`src/rtl/uart_tx_sched_if.sv`:
```
// Requester and transmitter signals of the shared UART byte scheduler.
// Handshake: a requester holds req_valid, req_data and req_last stable until it sees its
// req_ready bit high for one cycle; the byte is transferred at the clock edge ending that cycle.
interface uart_tx_sched_if #(
    parameter int NUM_REQ = 4,
    parameter int ID_W    = (NUM_REQ > 1) ? $clog2(NUM_REQ) : 1
);
    logic [NUM_REQ-1:0]   req_valid;
    logic [8*NUM_REQ-1:0] req_data;
    logic [NUM_REQ-1:0]   req_last;
    logic [NUM_REQ-1:0]   req_ready;
    logic [7:0]           uart_tx_data;
    logic                 uart_tx_start;
    logic                 uart_tx_done;
    logic [ID_W-1:0]      grant_id;
    logic                 busy;
    logic [NUM_REQ-1:0]   err_timeout;
    logic                 err_clr;
    logic [1:0]           state_dbg;

    modport master (
        output req_valid, req_data, req_last, uart_tx_done, err_clr,
        input  req_ready, uart_tx_data, uart_tx_start, grant_id, busy, err_timeout, state_dbg
    );

    modport slave (
        input  req_valid, req_data, req_last, uart_tx_done, err_clr,
        output req_ready, uart_tx_data, uart_tx_start, grant_id, busy, err_timeout, state_dbg
    );
endinterface

```
`src/rtl/uart_tx_sched.sv`:
```
// Round-robin scheduler sharing one UART byte transmitter among NUM_REQ requesters,
// with packet lock, inter-frame gap and a per-requester sticky timeout flag.
module uart_tx_sched #(
    parameter int NUM_REQ        = 4,
    parameter int GAP_CYCLES     = 16,
    parameter int TIMEOUT_CYCLES = 200000
) (
    input logic            clk,
    input logic            rst_n,
    uart_tx_sched_if.slave bus
);
    localparam int ID_W  = (NUM_REQ > 1) ? $clog2(NUM_REQ) : 1;
    localparam int GAP_W = (GAP_CYCLES > 1) ? $clog2(GAP_CYCLES) : 1;
    localparam logic [23:0]      TO_LAST  = 24'(TIMEOUT_CYCLES - 1);
    localparam logic [GAP_W-1:0] GAP_LAST = GAP_W'((GAP_CYCLES > 0) ? GAP_CYCLES - 1 : 0);

    typedef enum logic [1:0] {IDLE, START, WAIT, GAP} state_t;

    state_t             state;
    logic [ID_W-1:0]    rr_ptr;
    logic               lock;
    logic [23:0]        to_cnt;
    logic [GAP_W-1:0]   gap_cnt;
    logic [7:0]         tx_data;
    logic               tx_start;
    logic [ID_W-1:0]    grant;
    logic               busy_q;
    logic [NUM_REQ-1:0] err_q;

    logic               found;
    logic [ID_W-1:0]    win;
    logic [NUM_REQ-1:0] win_mask;

    function automatic logic [ID_W-1:0] wrap_inc(input logic [ID_W-1:0] id);
        return (id == ID_W'(NUM_REQ - 1)) ? '0 : id + 1'b1;
    endfunction

    // Search wraps at NUM_REQ explicitly so a non-power-of-2 count never selects a missing requester.
    always_comb begin
        logic [ID_W:0] sum;
        found = 1'b0;
        win   = '0;
        sum   = '0;
        if (lock) begin
            found = bus.req_valid[grant];
            win   = grant;
        end else begin
            for (int k = 0; k < NUM_REQ; k++) begin
                sum = {1'b0, rr_ptr} + (ID_W+1)'(k);
                if (sum >= (ID_W+1)'(NUM_REQ)) begin
                    sum = sum - (ID_W+1)'(NUM_REQ);
                end
                if (!found && bus.req_valid[sum[ID_W-1:0]]) begin
                    found = 1'b1;
                    win   = sum[ID_W-1:0];
                end
            end
        end
        win_mask = found ? (NUM_REQ'(1) << win) : '0;
    end

    // Ready is offered only from IDLE so the accept lands in the same cycle as the arbitration.
    assign bus.req_ready     = (rst_n && state == IDLE) ? win_mask : '0;
    assign bus.uart_tx_data  = tx_data;
    assign bus.uart_tx_start = tx_start;
    assign bus.grant_id      = grant;
    assign bus.busy          = busy_q;
    assign bus.err_timeout   = err_q;
    assign bus.state_dbg     = state;

    always_ff @(posedge clk or negedge rst_n) begin
        if (!rst_n) begin
            state    <= IDLE;
            rr_ptr   <= '0;
            lock     <= 1'b0;
            to_cnt   <= '0;
            gap_cnt  <= '0;
            tx_data  <= 8'h00;
            tx_start <= 1'b0;
            grant    <= '0;
            busy_q   <= 1'b0;
            err_q    <= '0;
        end else begin
            tx_start <= 1'b0;
            case (state)
                IDLE: begin
                    if (found) begin
                        tx_data  <= bus.req_data[{win, 3'b000} +: 8];
                        grant    <= win;
                        tx_start <= 1'b1;
                        busy_q   <= 1'b1;
                        state    <= START;
                        if (bus.req_last[win]) begin
                            lock   <= 1'b0;
                            rr_ptr <= wrap_inc(win);
                        end else begin
                            lock <= 1'b1;
                        end
                    end
                end
                START: begin
                    to_cnt <= '0;
                    state  <= WAIT;
                end
                WAIT: begin
                    if (bus.uart_tx_done) begin
                        gap_cnt <= '0;
                        state   <= (GAP_CYCLES == 0) ? IDLE : GAP;
                        busy_q  <= (GAP_CYCLES != 0);
                    end else if (to_cnt == TO_LAST) begin
                        err_q[grant] <= 1'b1;
                        lock         <= 1'b0;
                        rr_ptr       <= wrap_inc(grant);
                        gap_cnt      <= '0;
                        state        <= (GAP_CYCLES == 0) ? IDLE : GAP;
                        busy_q       <= (GAP_CYCLES != 0);
                    end else begin
                        to_cnt <= to_cnt + 24'd1;
                    end
                end
                GAP: begin
                    if (gap_cnt == GAP_LAST) begin
                        state  <= IDLE;
                        busy_q <= 1'b0;
                    end else begin
                        gap_cnt <= gap_cnt + 1'b1;
                    end
                end
                default: state <= IDLE;
            endcase
            // A clear wins over a timeout flagged in the same cycle.
            if (bus.err_clr) begin
                err_q <= '0;
            end
        end
    end
endmodule
```
`src/flat_wrapper.sv`:
```
// flat-port wrapper written by rule: the top's interface ports become plain ports
module uart_tx_sched_flat 
#(
    parameter int NUM_REQ        = 4,
    parameter int GAP_CYCLES     = 16,
    parameter int TIMEOUT_CYCLES = 200000
)
  (clk, rst_n, bus_req_valid, bus_req_data, bus_req_last, bus_uart_tx_done, bus_err_clr, bus_req_ready, bus_uart_tx_data, bus_uart_tx_start, bus_grant_id, bus_busy, bus_err_timeout, bus_state_dbg);
  uart_tx_sched_if #(.NUM_REQ(NUM_REQ)) bus_i ();
  input logic clk;
  input logic rst_n;
  input wire logic [$bits(bus_i.req_valid)-1:0] bus_req_valid;
  input wire logic [$bits(bus_i.req_data)-1:0] bus_req_data;
  input wire logic [$bits(bus_i.req_last)-1:0] bus_req_last;
  input wire logic [$bits(bus_i.uart_tx_done)-1:0] bus_uart_tx_done;
  input wire logic [$bits(bus_i.err_clr)-1:0] bus_err_clr;
  output wire logic [$bits(bus_i.req_ready)-1:0] bus_req_ready;
  output wire logic [$bits(bus_i.uart_tx_data)-1:0] bus_uart_tx_data;
  output wire logic [$bits(bus_i.uart_tx_start)-1:0] bus_uart_tx_start;
  output wire logic [$bits(bus_i.grant_id)-1:0] bus_grant_id;
  output wire logic [$bits(bus_i.busy)-1:0] bus_busy;
  output wire logic [$bits(bus_i.err_timeout)-1:0] bus_err_timeout;
  output wire logic [$bits(bus_i.state_dbg)-1:0] bus_state_dbg;
  assign bus_i.req_valid = bus_req_valid;
  assign bus_i.req_data = bus_req_data;
  assign bus_i.req_last = bus_req_last;
  assign bus_i.uart_tx_done = bus_uart_tx_done;
  assign bus_i.err_clr = bus_err_clr;
  assign bus_req_ready = bus_i.req_ready;
  assign bus_uart_tx_data = bus_i.uart_tx_data;
  assign bus_uart_tx_start = bus_i.uart_tx_start;
  assign bus_grant_id = bus_i.grant_id;
  assign bus_busy = bus_i.busy;
  assign bus_err_timeout = bus_i.err_timeout;
  assign bus_state_dbg = bus_i.state_dbg;
  uart_tx_sched #(.NUM_REQ(NUM_REQ), .GAP_CYCLES(GAP_CYCLES), .TIMEOUT_CYCLES(TIMEOUT_CYCLES)) u_core (.clk(clk), .rst_n(rst_n), .bus(bus_i));
endmodule
```
`config.mk`:
```
export PLATFORM = sky130hd
export DESIGN_NAME = uart_tx_sched_flat
export DESIGN_NICKNAME = d
export VERILOG_FILES = /design/src/rtl/uart_tx_sched_if.sv /design/src/rtl/uart_tx_sched.sv /design/src/flat_wrapper.sv
export SDC_FILE = /design/constraint.sdc
export NUM_CORES = 1
export LEC_CHECK = 0
export CAP_MARGIN = 20
export CELL_PAD_IN_SITES_DETAIL_PLACEMENT = 0
export CELL_PAD_IN_SITES_GLOBAL_PLACEMENT = 1
export CORE_MARGIN = 1
export CORE_UTILIZATION = 43
export DETAILED_ROUTE_END_ITERATION = 6
export DONT_BUFFER_PORTS = 1
export GPL_TIMING_DRIVEN = 0
export PLACE_DENSITY = 0.79
export SKIP_LAST_GASP = 1
export SYNTH_ARGS = -nofsm -noshare
export SYNTH_HDL_FRONTEND = slang
export SYNTH_SLANG_ARGS = --single-unit
export TNS_END_PERCENT = 30
```
`constraint.sdc`:
```
create_clock -name clk -period 3.86 [get_ports clk]
set_clock_uncertainty 0.05 [all_clocks]
set_input_delay 1.158 -clock clk [delete_from_list [all_inputs] [get_ports clk]]
set_output_delay 1.158 -clock clk [all_outputs]
set_load 0.02 [all_outputs]
```
==> results.sh, run 1 <==
export IMPL_run_status="complete, no violations"
export IMPL_final_layout_size_suffix_gt1_share_pct=13.1
export IMPL_dieArea_um2=7520
export IMPL_grtUsageTotal_pct=19.7
export IMPL_fmax_mhz=265
export IMPL_slew_viol_final=0
export IMPL_fillers=665
export IMPL_fp_dieH_um=86.7
export IMPL_clk_root_buffer_cell="clkbuf_8"
export IMPL_drc=0
export IMPL_vias_per_cell=5.73
export IMPL_netSwitchingFraction_pct=45.1
export IMPL_netlist_area_um2=3090
export IMPL_die_x_um=86.7
export IMPL_worstSetupStartpointType="input pin"
export IMPL_critPathMaxFanout=10
export IMPL_vias=2519
export IMPL_seqPwrFrac_pct=37.9
export IMPL_p_sw_mw=0.997
export IMPL_worstPathRequired_ns=2.65
export IMPL_grt_max_degree=54
export IMPL_maxSlewHeadroom_pct=65.6
export IMPL_critical_path_endpoint_type="output port"
export IMPL_synth_top_cell_area_share_pct=39.7
export IMPL_combPwrFrac_pct=47.1
export IMPL_portBuffers=0
export IMPL_syn_to_final_growth_pct=8.95
export IMPL_totalPowerFinal_mw=2.21
export IMPL_setup_viol=0
export IMPL_antenna_found_initial=0
export IMPL_synth_edf_count=0
export IMPL_overflow=0
export IMPL_coreArea_um2=6870
export IMPL_async_flop_share_pct=100
export IMPL_start_util_pct=45.0
export IMPL_internal_power_mw=1.21
export IMPL_ys_seq_elements=49
export IMPL_rsz0062_at_grt="yes"
export IMPL_tightest_slew_ns=0.516
export IMPL_cts_tree="done"
export IMPL_ios=66
export IMPL_routabilityCongestion=0.788
export IMPL_crit_chain="or4_1, a21oi_2, or3_1, clkbuf_4, inv_2, and3_1"
export IMPL_ir_drop_v=0.000366
export IMPL_final_nets=402
export IMPL_seq_area_frac_synth_pct=39.7
export IMPL_register_area_um2=1230
export IMPL_multi_input_area_um2=1770
export IMPL_clkTransAtPathRegs_ns=0.10
export IMPL_yosys_most_used_dff="dfrtp_1"
export IMPL_synth_cells=331
export IMPL_num_rows=30
export IMPL_synth_avg_cell_area_um2=9.33
export IMPL_clock_sinks=49
export IMPL_cts_htree_levels=2
export IMPL_crit_slowest_cell="or4_1"
export IMPL_timing_final_crit_period_ns=3.78
export IMPL_finalCritPeriodShare_pct=97.9
export IMPL_grt_pass1_vias=2359
export IMPL_cap_violations=0
export IMPL_p_leak_nw=1.44
export IMPL_finalHoldViolCount=0
export IMPL_power_density_nw_per_um2=657
export IMPL_crit_family="simple AND/OR/NAND/NOR gates"
export IMPL_place_hpwl_mm=4.87
export IMPL_placed_area_um2=3210
export IMPL_grt_pass1_wl_mm=11.4
export IMPL_dr_pass1_iters=4
export IMPL_cp_arrival_ns=2.57
export IMPL_drt_iter0_drc=143
export IMPL_finish_instance_area_um2=3360
export IMPL_post_place_ws_ns=-0.236
export IMPL_yosysWarnings=0
export IMPL_path_buf_inv=2
export IMPL_ys_top_cells_by_area="dfrtp_1, ha_1, mux2i_1"
export IMPL_finalWorstSetupSlack_ns=0.0820
export IMPL_cts_hold_buffers=0
export IMPL_synth_most_common_cell="dfrtp_1"
export IMPL_hold_class="flop to flop"
export IMPL_fin_hold_ws_ns=0.449
export IMPL_clkPwrFrac_pct=15.0
export IMPL_synth_cell_types=53
export IMPL_synth_largest_area_cell="dfrtp_1"
export IMPL_synth_fp_nets=390
export IMPL_insertion_delay_ns=0.31
export IMPL_synth_common_cells="dfrtp_1, nor2_1, nand2_1"
export IMPL_n_antenna_cell=0
export IMPL_numCtsBuffers=5
export IMPL_critPathKind="input pin to output port"
export IMPL_critPathMaxStageDelay_ns=0.53
export IMPL_wl_per_cell_um=15.9
export IMPL_wirelength_mm=6.99
export IMPL_clockBufferDepth=2
export IMPL_final_antenna_net_count=0
## power groups by stage
| stage | Combinational, mW | Clock [mW] | Sequential, mW |
|---|---|---|---|
| 2_1_floorplan | 0.795 | 0 | 0.807 |
| 3_3_place_gp | 0.954 | 0 | 0.847 |
| 3_5_place_dp | 0.977 | 0 | 0.847 |
| 4_1_cts | 0.989 | 0.346 | 0.840 |
| 5_1_grt | 1.17 | 0.367 | 0.861 |
| 6_report | 1.04 | 0.331 | 0.839 |
## worst reg2reg max path, stage by stage (launching register included)
cell,delay [ns]
dfrtp_1,0.51
inv_1,0.15
ha_1,0.18
nor2b_1,0.23
nand4_1,0.11
nor2_1,0.32
o21ai_0,0.28
a221oi_2,0.35
mux2_1,0.37
## per-stage QoR
step / setup TNS, ns / cells / utilization [%]
finish: 0 / 440 / 49.0
global placement: -0.747 / 427 / 46.8
CTS: 0 / 436 / 48.3
detailed placement: -0.817 / 427 / 46.8
floorplan: 0 / 331 / -
global route: -0.000220 / 440 / 49.0
## sequential cells by signal (all words and copies together), names as in the netlist
| register | flops |
|---|---|
| u_core.rr_ptr | 2 |
| u_core.lock | 1 |
| u_core.bus.uart_tx_data | 8 |
| u_core.bus.grant_id | 2 |
| u_core.bus.state_dbg | 2 |
| u_core.to_cnt | 24 |
| u_core.bus.uart_tx_start | 1 |
| u_core.bus.err_timeout | 4 |
| u_core.gap_cnt | 4 |
| u_core.bus.busy | 1 |
## timing repair
item                                    in CTS  in global routing
gates resized for setup                      0                  6
buffers inserted                             1                  4
endpoints found under the setup margin       4                  4
pin swaps                                    1                  1
## cell usage in the layout (no fill, tap or decap), types with 7 or more instances in the layout
master and n:
ha_1 15, mux2_2 10, nand4_1 7, mux2i_1 13, nand2_1 23, inv_1 12, nor3_1 9, a21oi_1 19
o21ai_0 19, and3_1 7, nor2_1 34, a22oi_1 8, dfrtp_1 49, nand3_1 14, xnor2_1 12
## cells by family after synthesis
group / synth area share [%]
AND/OR/NAND/NOR: 22.5
AO/OA/AOI/OAI: 15.7
flip-flops: 39.7
buffers and inverters: 3.44
multiplexers: 8.59
adder cells (fa/ha/maj): 6.08
XOR/XNOR: 3.97
## cell type report
type	instances	area share (%)
multi-input cells	257	52.6
flip-flops and latches	49	36.4
well taps	96	3.57
clock buffers	5	2.05
plain buffers	12	1.93
inverters	13	1.45
repair buffers	5	1.12
clock inverters	3	0.855
## per-layer routing
metal	part of all wire (%)	track usage (%)	wire length [um]
met1	46	25.4	3210
met2	47	32.4	3300
met3	6.0	5.90	420
met5	0	0	0
met4	0.83	5.00	58
## path summary, 6_finish.rpt
path	start	to	slack, ns	cells past startpoint
max reg2reg	u_core.bus.state_dbg[0]$_DFFE_PN0P_	u_core.rr_ptr[1]$_DFFE_PN0P_	1.21	8
min	u_core.to_cnt[4]$_DFFE_PN0P_	u_core.to_cnt[4]$_DFFE_PN0P_	0.45	1
min in group asynchronous	rst_n	u_core.to_cnt[16]$_DFFE_PN0P_	0.48	0
min reg2reg	u_core.to_cnt[4]$_DFFE_PN0P_	u_core.to_cnt[4]$_DFFE_PN0P_	0.45	1
max in group asynchronous	rst_n	u_core.rr_ptr[0]$_DFFE_PN0P_	3.19	0
max	bus_req_valid[0]	bus_req_ready[2]	0.08	6
Note: power is estimated with default switching activity, not from simulation.
==> inputs of run 2 (changes only) <==
MAX_ROUTING_LAYER = met4   (was not set)
RECOVER_POWER = 100   (was not set)
==> run 2 against run 1 <==
Effect of this change: sequential share of layout area rose by 0.19 points; clock power rose by 2%; worst setup slack barely moved; maximum frequency barely moved; first-iteration DRC count rose by 4.9%; highest routed layer unchanged.
==> results.sh, run 2 (same netlist as run 1, synthesis figures left out) <==
export IMPL_run_status="complete, no violations"
export IMPL_ios=66
export IMPL_r2r_cells=7
export IMPL_final_cell_mix="dfrtp_1, nor2_1, nand2_1"
export IMPL_numCtsBuffers=5
export IMPL_layout_commonest_cell="dfrtp_1"
export IMPL_critPathMaxFanout=10
export IMPL_stdcell_count=440
export IMPL_cts_hold_buffers=0
export IMPL_critPathKind="input pin to output port"
export IMPL_largest_reg_flops=24
export IMPL_coreArea_um2=6870
export IMPL_grt_max_degree=54
export IMPL_n_antenna_cell=0
export IMPL_insertion_delay_ns=0.32
export IMPL_final_layout_size_suffix_gt1_share_pct=11.6
export IMPL_die_x_um=86.7
export IMPL_timing_final_crit_period_ns=3.78
export IMPL_holdPathStages=1
export IMPL_setup_viol=0
export IMPL_drt_iter0_drc=150
export IMPL_overflow=0
export IMPL_cp_arrival_ns=2.57
export IMPL_slew_viol_final=0
export IMPL_cp_num_cells=6
export IMPL_antenna_found_initial=0
export IMPL_power_density_nw_per_um2=656
export IMPL_vias_per_cell=5.74
export IMPL_critPathMaxStageDelay_ns=0.53
export IMPL_place_inst=427
export IMPL_ir_drop_v=0.000351
export IMPL_critical_path_endpoint_type="output port"
export IMPL_totalPowerFinal_mw=2.20
export IMPL_clk_root_buffer_cell="clkbuf_8"
export IMPL_tightest_slew_ns=0.530
export IMPL_fp_dieH_um=86.7
export IMPL_wirelength_mm=6.99
export IMPL_worstSetupStartpointType="input pin"
export IMPL_min_from="u_core.to_cnt[4]$_DFFE_PN0P_"
export IMPL_clock_sinks=49
export IMPL_r2r_start="u_core.to_cnt[20]$_DFFE_PN0P_"
export IMPL_fmax_mhz=265
export IMPL_wl_per_cell_um=15.9
export IMPL_finalCritPeriodShare_pct=97.9
export IMPL_top_register="u_core.to_cnt"
export IMPL_dr_pass1_iters=4
export IMPL_vias=2526
export IMPL_crit_chain="or4_1, a21oi_2, or3_1, clkbuf_4, inv_2, and3_1"
export IMPL_finalHoldViolCount=0
export IMPL_dieArea_um2=7520
export IMPL_syn_to_final_growth_pct=8.39
export IMPL_portBuffers=0
export IMPL_grt_pass1_vias=2361
export IMPL_grtUsageTotal_pct=20.3
export IMPL_p_leak_nw=1.43
export IMPL_worstPathRequired_ns=2.65
export IMPL_cts_tree="done"
export IMPL_start_util_pct=45.0
export IMPL_maxSlewHeadroom_pct=64.7
export IMPL_place_hpwl_mm=4.87
export IMPL_cap_violations=0
export IMPL_clockBufferDepth=2
export IMPL_num_rows=30
export IMPL_grt_pass1_wl_mm=11.5
export IMPL_rsz0062_at_grt="no"
export IMPL_cts_htree_levels=2
export IMPL_hold_class="flop to flop"
export IMPL_drc=0
export IMPL_crit_path_start="bus_req_valid[0]"
export IMPL_final_nets=402
export IMPL_routabilityCongestion=0.800
export IMPL_crit_slowest_cell="or4_1"
export IMPL_final_antenna_net_count=0
export IMPL_clkTransAtPathRegs_ns=0.10
export IMPL_path_buf_inv=2
export IMPL_crit_family="simple AND/OR/NAND/NOR gates"
[run 2: cell count changes in the layout (fill, tap and decap cells not counted), sizes merged]
cell,before,now
buf,10,7
clkbuf,12,15
[run 2: worst paths after layout]
check,end,slack [ns]
min,u_core.to_cnt[4]$_DFFE_PN0P_,0.45
max in group asynchronous,u_core.rr_ptr[0]$_DFFE_PN0P_,3.19
max,bus_req_ready[2],0.08
min in group asynchronous,u_core.to_cnt[22]$_DFFE_PN0P_,0.47
min reg2reg,u_core.to_cnt[4]$_DFFE_PN0P_,0.45
max reg2reg,u_core.gap_cnt[1]$_DFFE_PN0P_,0.99
[run 2: layout make-up]
class | instances | area [um2]
tap | 96 | 120
clock inverter | 3 | 28.8
timing repair buffer | 5 | 33.8
sequential | 49 | 1230
fill | 667 | 3520
buffer | 12 | 60.1
inverter | 13 | 48.8
multi-input combinational | 257 | 1760
clock buffer | 5 | 68.8
[run 2: timing repair]
item,4_1_cts,5_1_grt
buffers inserted,1,4
setup endpoints to repair,4,4
pin swaps,1,1
gates resized for setup,0,6
[run 2: per-stage QoR]
step | TNS (ns) | area (um2) | hold WS (ns) | setup WS (ns) | util (%)
4_1_cts | 0 | 3320 | 0.451 | 0.00727 | 48.3
6_report | 0 | 3350 | 0.449 | 0.0817 | 48.7
5_1_grt | 0 | 3350 | 0.449 | 0.00712 | 48.7
3_3_place_gp | -0.747 | 3210 | 0.423 | -0.218 | 46.8
2_1_floorplan | 0 | 3090 | 0.399 | 0.0275 | -
3_5_place_dp | -0.817 | 3210 | 0.432 | -0.236 | 46.8
[run 2: metal layers]
metal	global-route usage [%]	wire (um)	up-vias
met1	25.8	3230	1208
met2	32.5	3250	82
met4	5.00	87	0
li1	-	-	1225
met5	-	0	-
met3	5.24	419	11
[run 2: power breakdown]
group	switching (mW)	internal (mW)
clock network	0.200	0.137
logic	0.580	0.439
registers	0.213	0.626
total	0.994	1.20
==> edit 1: new RTL, flow settings as in run 1 <==
Reset style: synchronous (`rst_n`), changed in one clocked block.
--- a/src/rtl/uart_tx_sched.sv
+++ b/src/rtl/uart_tx_sched.sv
@@ -68,7 +68,7 @@
     assign bus.err_timeout   = err_q;
     assign bus.state_dbg     = state;
 
-    always_ff @(posedge clk or negedge rst_n) begin
+    always_ff @(posedge clk) begin
         if (!rst_n) begin
             state    <= IDLE;
             rr_ptr   <= '0;
Check against the original RTL: differs if rst_n is asserted again (counterexample within 4 cycles, from zero or initial values and one cycle with rst_n low); with rst_n held inactive, the same outputs for 10 cycles.
==> edit 1 against run 1 <==
  * Via count is 17% higher
  * Synthesized area is 6.9% higher
  * First-iteration DRC count is 14% lower
  * Power is 5.4% higher
  * Sequential cell count stayed put
  * Critical path depth is 1 lower
  * Routed wire length is 20% higher
  * Design area is 7.8% higher
  * Global-route usage is 2.3 points higher
  * Sequential share of layout area is 9.4 points lower
  * Sequential power is 11% lower
  * Maximum frequency is 0.96% lower
  * Setup slack worse by 0.037 ns
==> edit 1: results <==
[outcome]
status = complete, no violations

[hold_path]
min_to = u_core.to_cnt[19]
hold_depth = 2

[worst_setup_path]
slowest_stage = or4_4
crit_fanout = 12
cp.arrival_ns = 2.61
setup.worst_path.end = bus_req_ready[3]
max_stage_delay_ns = 0.55
rrSetupSlack_ns = 1.15
r2r_cells = 7

[routing]
wirelength_um = 8400
drt_iter0_markers = 123
via_per_inst = 5.67

[final_layout]
nNetsFinal = 480
drive_above_1_share_pct = 12.1

[yosys]
synthTopCellsByCount = nor2_1, dfxtp_1, nand2_1
synth_fa_ha_area_share_pct = 5.69
syn-num-nets = 467
synth-compound-area-share_pct = 21.2
ys_seq_area_share_pct = 29.7
synthXorXnorAreaFrac_pct = 5.31

[pwr]
p_leak_uw = 0.00134
peakVddDrop_mv = 0.301
power_switching_uw = 1040

[placement]
dp_hpwl_um = 6150

[sta]
worst_pin_slew_ns = 0.720
whs_ns = 0.461

[global_route]
grt_use_total_pct = 22.0
grt_pass1_vias = 2859
## edit 1: cell count changes after synthesis, sizes merged, moves of 9 or more
cell	delta
dfxtp	+49
nand2	+9
clkbuf	+9
nor2	+22
dfrtp	-49
## edit 1: layout make-up
class	count	area, um2
plain buffers	22	118
clock buffers	5	68.8
clock inverters	3	21.3
fillers	724	3700
inverters	17	63.8
multi-input cells	318	2190
flip-flops and latches	49	981
well taps	99	124
repair buffers	8	63.8
## edit 1: per-stage QoR
step / instance area [um2] / util [%] / cells / setup WS, ns
global placement: 3430 / 46.7 / 507 / -0.361
finish: 3630 / 49.5 / 521 / 0.0455
global route: 3630 / 49.5 / 521 / -0.0292
detailed placement: 3430 / 46.7 / 507 / -0.426
floorplan: 3300 / - / 408 / 0.0146
CTS: 3560 / 48.6 / 516 / -0.0177
## edit 1: logic make-up after synthesis
family | count (synthesis)
fa+ha+maj | 15
flops | 49
buf+inv | 41
compound gates | 95
xor+xnor | 20
simple gates | 163
mux | 25
## edit 1: repair_timing
item,4_1_cts,5_1_grt
pin swaps,1,1
setup buffers,2,5
gates cloned,0,1
endpoints found under the hold margin,0,0
resized for setup,10,9
setup endpoints to repair,4,4
## edit 1: routing by layer
metal,vias up,wire length [um],share of wire [%]
met1,1380,3660,44
met5,-,0,0
met4,0,117,1.4
met3,10,508,6.0
met2,68,4110,49
li1,1495,-,-
## edit 1: critical path, delay by kind of cell
family	cells	cell delay (ns)
buffers and inverters	1	0.12
multiplexers	1	0.31
AND/OR/NAND/NOR	3	1.03
## edit 1: power groups by stage
stage	clock network (uW)	registers [uW]	logic, uW
6_report	318	744	1270
5_1_grt	347	757	1410
4_1_cts	323	747	1200
3_5_place_dp	0	757	1150
3_3_place_gp	0	756	1130
2_1_floorplan	0	725	916
==> edit 2: new RTL, flow settings as in run 1 <==
Without the edit above. `GAP_CYCLES` is set to 16 in 2 places; all go to 32.
--- a/src/rtl/uart_tx_sched.sv
+++ b/src/rtl/uart_tx_sched.sv
@@ -2,7 +2,7 @@
 // with packet lock, inter-frame gap and a per-requester sticky timeout flag.
 module uart_tx_sched #(
     parameter int NUM_REQ        = 4,
-    parameter int GAP_CYCLES     = 16,
+    parameter int GAP_CYCLES     = 32,
     parameter int TIMEOUT_CYCLES = 200000
 ) (
     input logic            clk,
--- a/src/flat_wrapper.sv
+++ b/src/flat_wrapper.sv
@@ -2,7 +2,7 @@
 module uart_tx_sched_flat 
 #(
     parameter int NUM_REQ        = 4,
-    parameter int GAP_CYCLES     = 16,
+    parameter int GAP_CYCLES     = 32,
     parameter int TIMEOUT_CYCLES = 200000
 )
   (clk, rst_n, bus_req_valid, bus_req_data, bus_req_last, bus_uart_tx_done, bus_err_clr, bus_req_ready, bus_uart_tx_data, bus_uart_tx_start, bus_grant_id, bus_busy, bus_err_timeout, bus_state_dbg);
Behaviour: no difference found for any inputs over 10 cycles, from zero or initial values and one cycle with rst_n low; that may be too few to reach the edited logic, so the function may still have changed.
==> edit 2 against run 1 <==
  * Sequential cell count grew 1
  * Global-route usage shrank 1.1 points
  * Via count decreased by 6.7%
  * Design area rose by 0.71%
  * Synthesized cell count fell by 5.1%
  * Count of clock-buffer cells in the layout increased by 1
  * Critical path depth is the same
  * Routed wire length down 5.6%
  * Setup slack got worse by 0.013 ns
  * Power rose by 0.35%
  * Cell count is 4.8% lower
  * Clock power increased by 14%
  * Synthesized area up 1.2%
==> edit 2: results <==
[outcome]
status = complete, no violations

[yosys]
ys_seq_area_share_pct = 40.0
synth_flop_cell = dfrtp_1
synthTopCellsByArea = dfrtp_1, ha_1, xor2_1
syn-num-nets = 374
yosysUniqueCellTypes = 54

[sta]
whs_ns = 0.423
relSlewSlack_pct = 62.4
finalMaxSlewViolations = 0

[cts]
numCtsBuffers = 5
clk_pin_slew_ns = 0.09

[final_layout]
fillers = 690
drive_above_1_share_pct = 9.60
nNetsFinal = 382

[routing]
wl_per_cell_um = 15.8
vias = 2351
drt_iter0_markers = 103

[pwr]
p_leak_uw = 0.00153
peakVddDrop_mv = 0.381

[global_route]
grt_pass1_vias = 2227
grt_max_degree = 55
grt_pass1_wl_um = 11000
grt_use_total_pct = 18.6

[placement]
dp_hpwl_um = 4790
portBuffers = 0
place_congestion = 0.758

[worst_setup_path]
rrSetupSlack_ns = 0.92
slowest_stage = or4_1
cp.arrival_ns = 2.58
==> edit 2: logic make-up (layout without fill, tap and decap cells) <==
family	Yosys count	count (layout)	synth area share (%)
AO/OA/AOI/OAI	61	61	15.1
XOR/XNOR	21	21	5.88
adder cells (fa/ha/maj)	16	16	6.41
buffers and inverters	23	32	2.92
flip-flops	50	50	40.0
multiplexers	26	26	8.85
AND/OR/NAND/NOR	117	117	20.8
==> edit 2: worst register-to-register path: cells and delay by family, from the launching register on <==
family / cells / cell delay, ns
buffers and inverters: 3 / 0.73
AND/OR/NAND/NOR: 4 / 0.60
flip-flops: 1 / 0.58
AO/OA/AOI/OAI: 1 / 0.47
adder cells (fa/ha/maj): 1 / 0.20
XOR/XNOR: 1 / 0.18
==> edit 2: metal layers <==
metal  global-route usage (%)  vias up  part of all wire, %
met5                        0        -                    0
met4                     6.71        0                  1.4
met3                     3.41        6                  4.3
met2                     28.7       51                   47
met1                     26.0     1146                   47
li1                         -     1148                    -
==> edit 2: final timing paths <==
path	start	end	cells after the start
worst max-delay path	bus_req_valid[0]	bus_req_ready[3]	6
min in group asynchronous	rst_n	u_core.to_cnt[14]	0
worst min register to register	u_core.to_cnt[4]	u_core.to_cnt[4]	1
worst min-delay path	u_core.to_cnt[4]	u_core.to_cnt[4]	1
worst max register to register	u_core.bus.state_dbg[0]	u_core.to_cnt[19]	10
max in group asynchronous	rst_n	u_core.gap_cnt[1]	0
==> edit 2: power breakdown <==
group | leakage, uW | switching (uW) | internal, uW
clock | 0.0000514 | 182 | 194
combinational | 0.000815 | 570 | 420
sequential | 0.000665 | 209 | 644
total | 0.00153 | 961 | 1260
==> edit 2: final cells by class <==
| type | instances | share of cell area [%] |
|---|---|---|
| clock inverter | 2 | 1.11 |
| sequential | 50 | 36.9 |
| clock buffer | 6 | 2.14 |
| timing repair buffer | 1 | 0.222 |
| inverter | 13 | 1.44 |
| multi-input combinational | 241 | 53.1 |
| tap | 96 | 3.55 |
| buffer | 10 | 1.51 |
==> edit 2: through the flow <==
stage | setup TNS, ns | worst slack (ns) | std cells | utilization, % | instance area [um2]
finish | 0 | 0.0693 | 419 | 49.1 | 3390
global route | -0.0361 | -0.0132 | 419 | 49.1 | 3390
CTS | 0 | 0.00904 | 419 | 48.7 | 3370
detailed placement | -0.645 | -0.194 | 410 | 47.0 | 3250
global placement | -0.591 | -0.170 | 410 | 47.0 | 3250
floorplan | 0 | 0.0468 | 314 | - | 3130
==> edit 2: timing repair <==
| item | CTS | global route |
|---|---|---|
| buffers inserted | 1 | 0 |
| pin swaps | 1 | 1 |
| endpoints found under the setup margin | 4 | 4 |
| gates resized for setup | 0 | 5 |
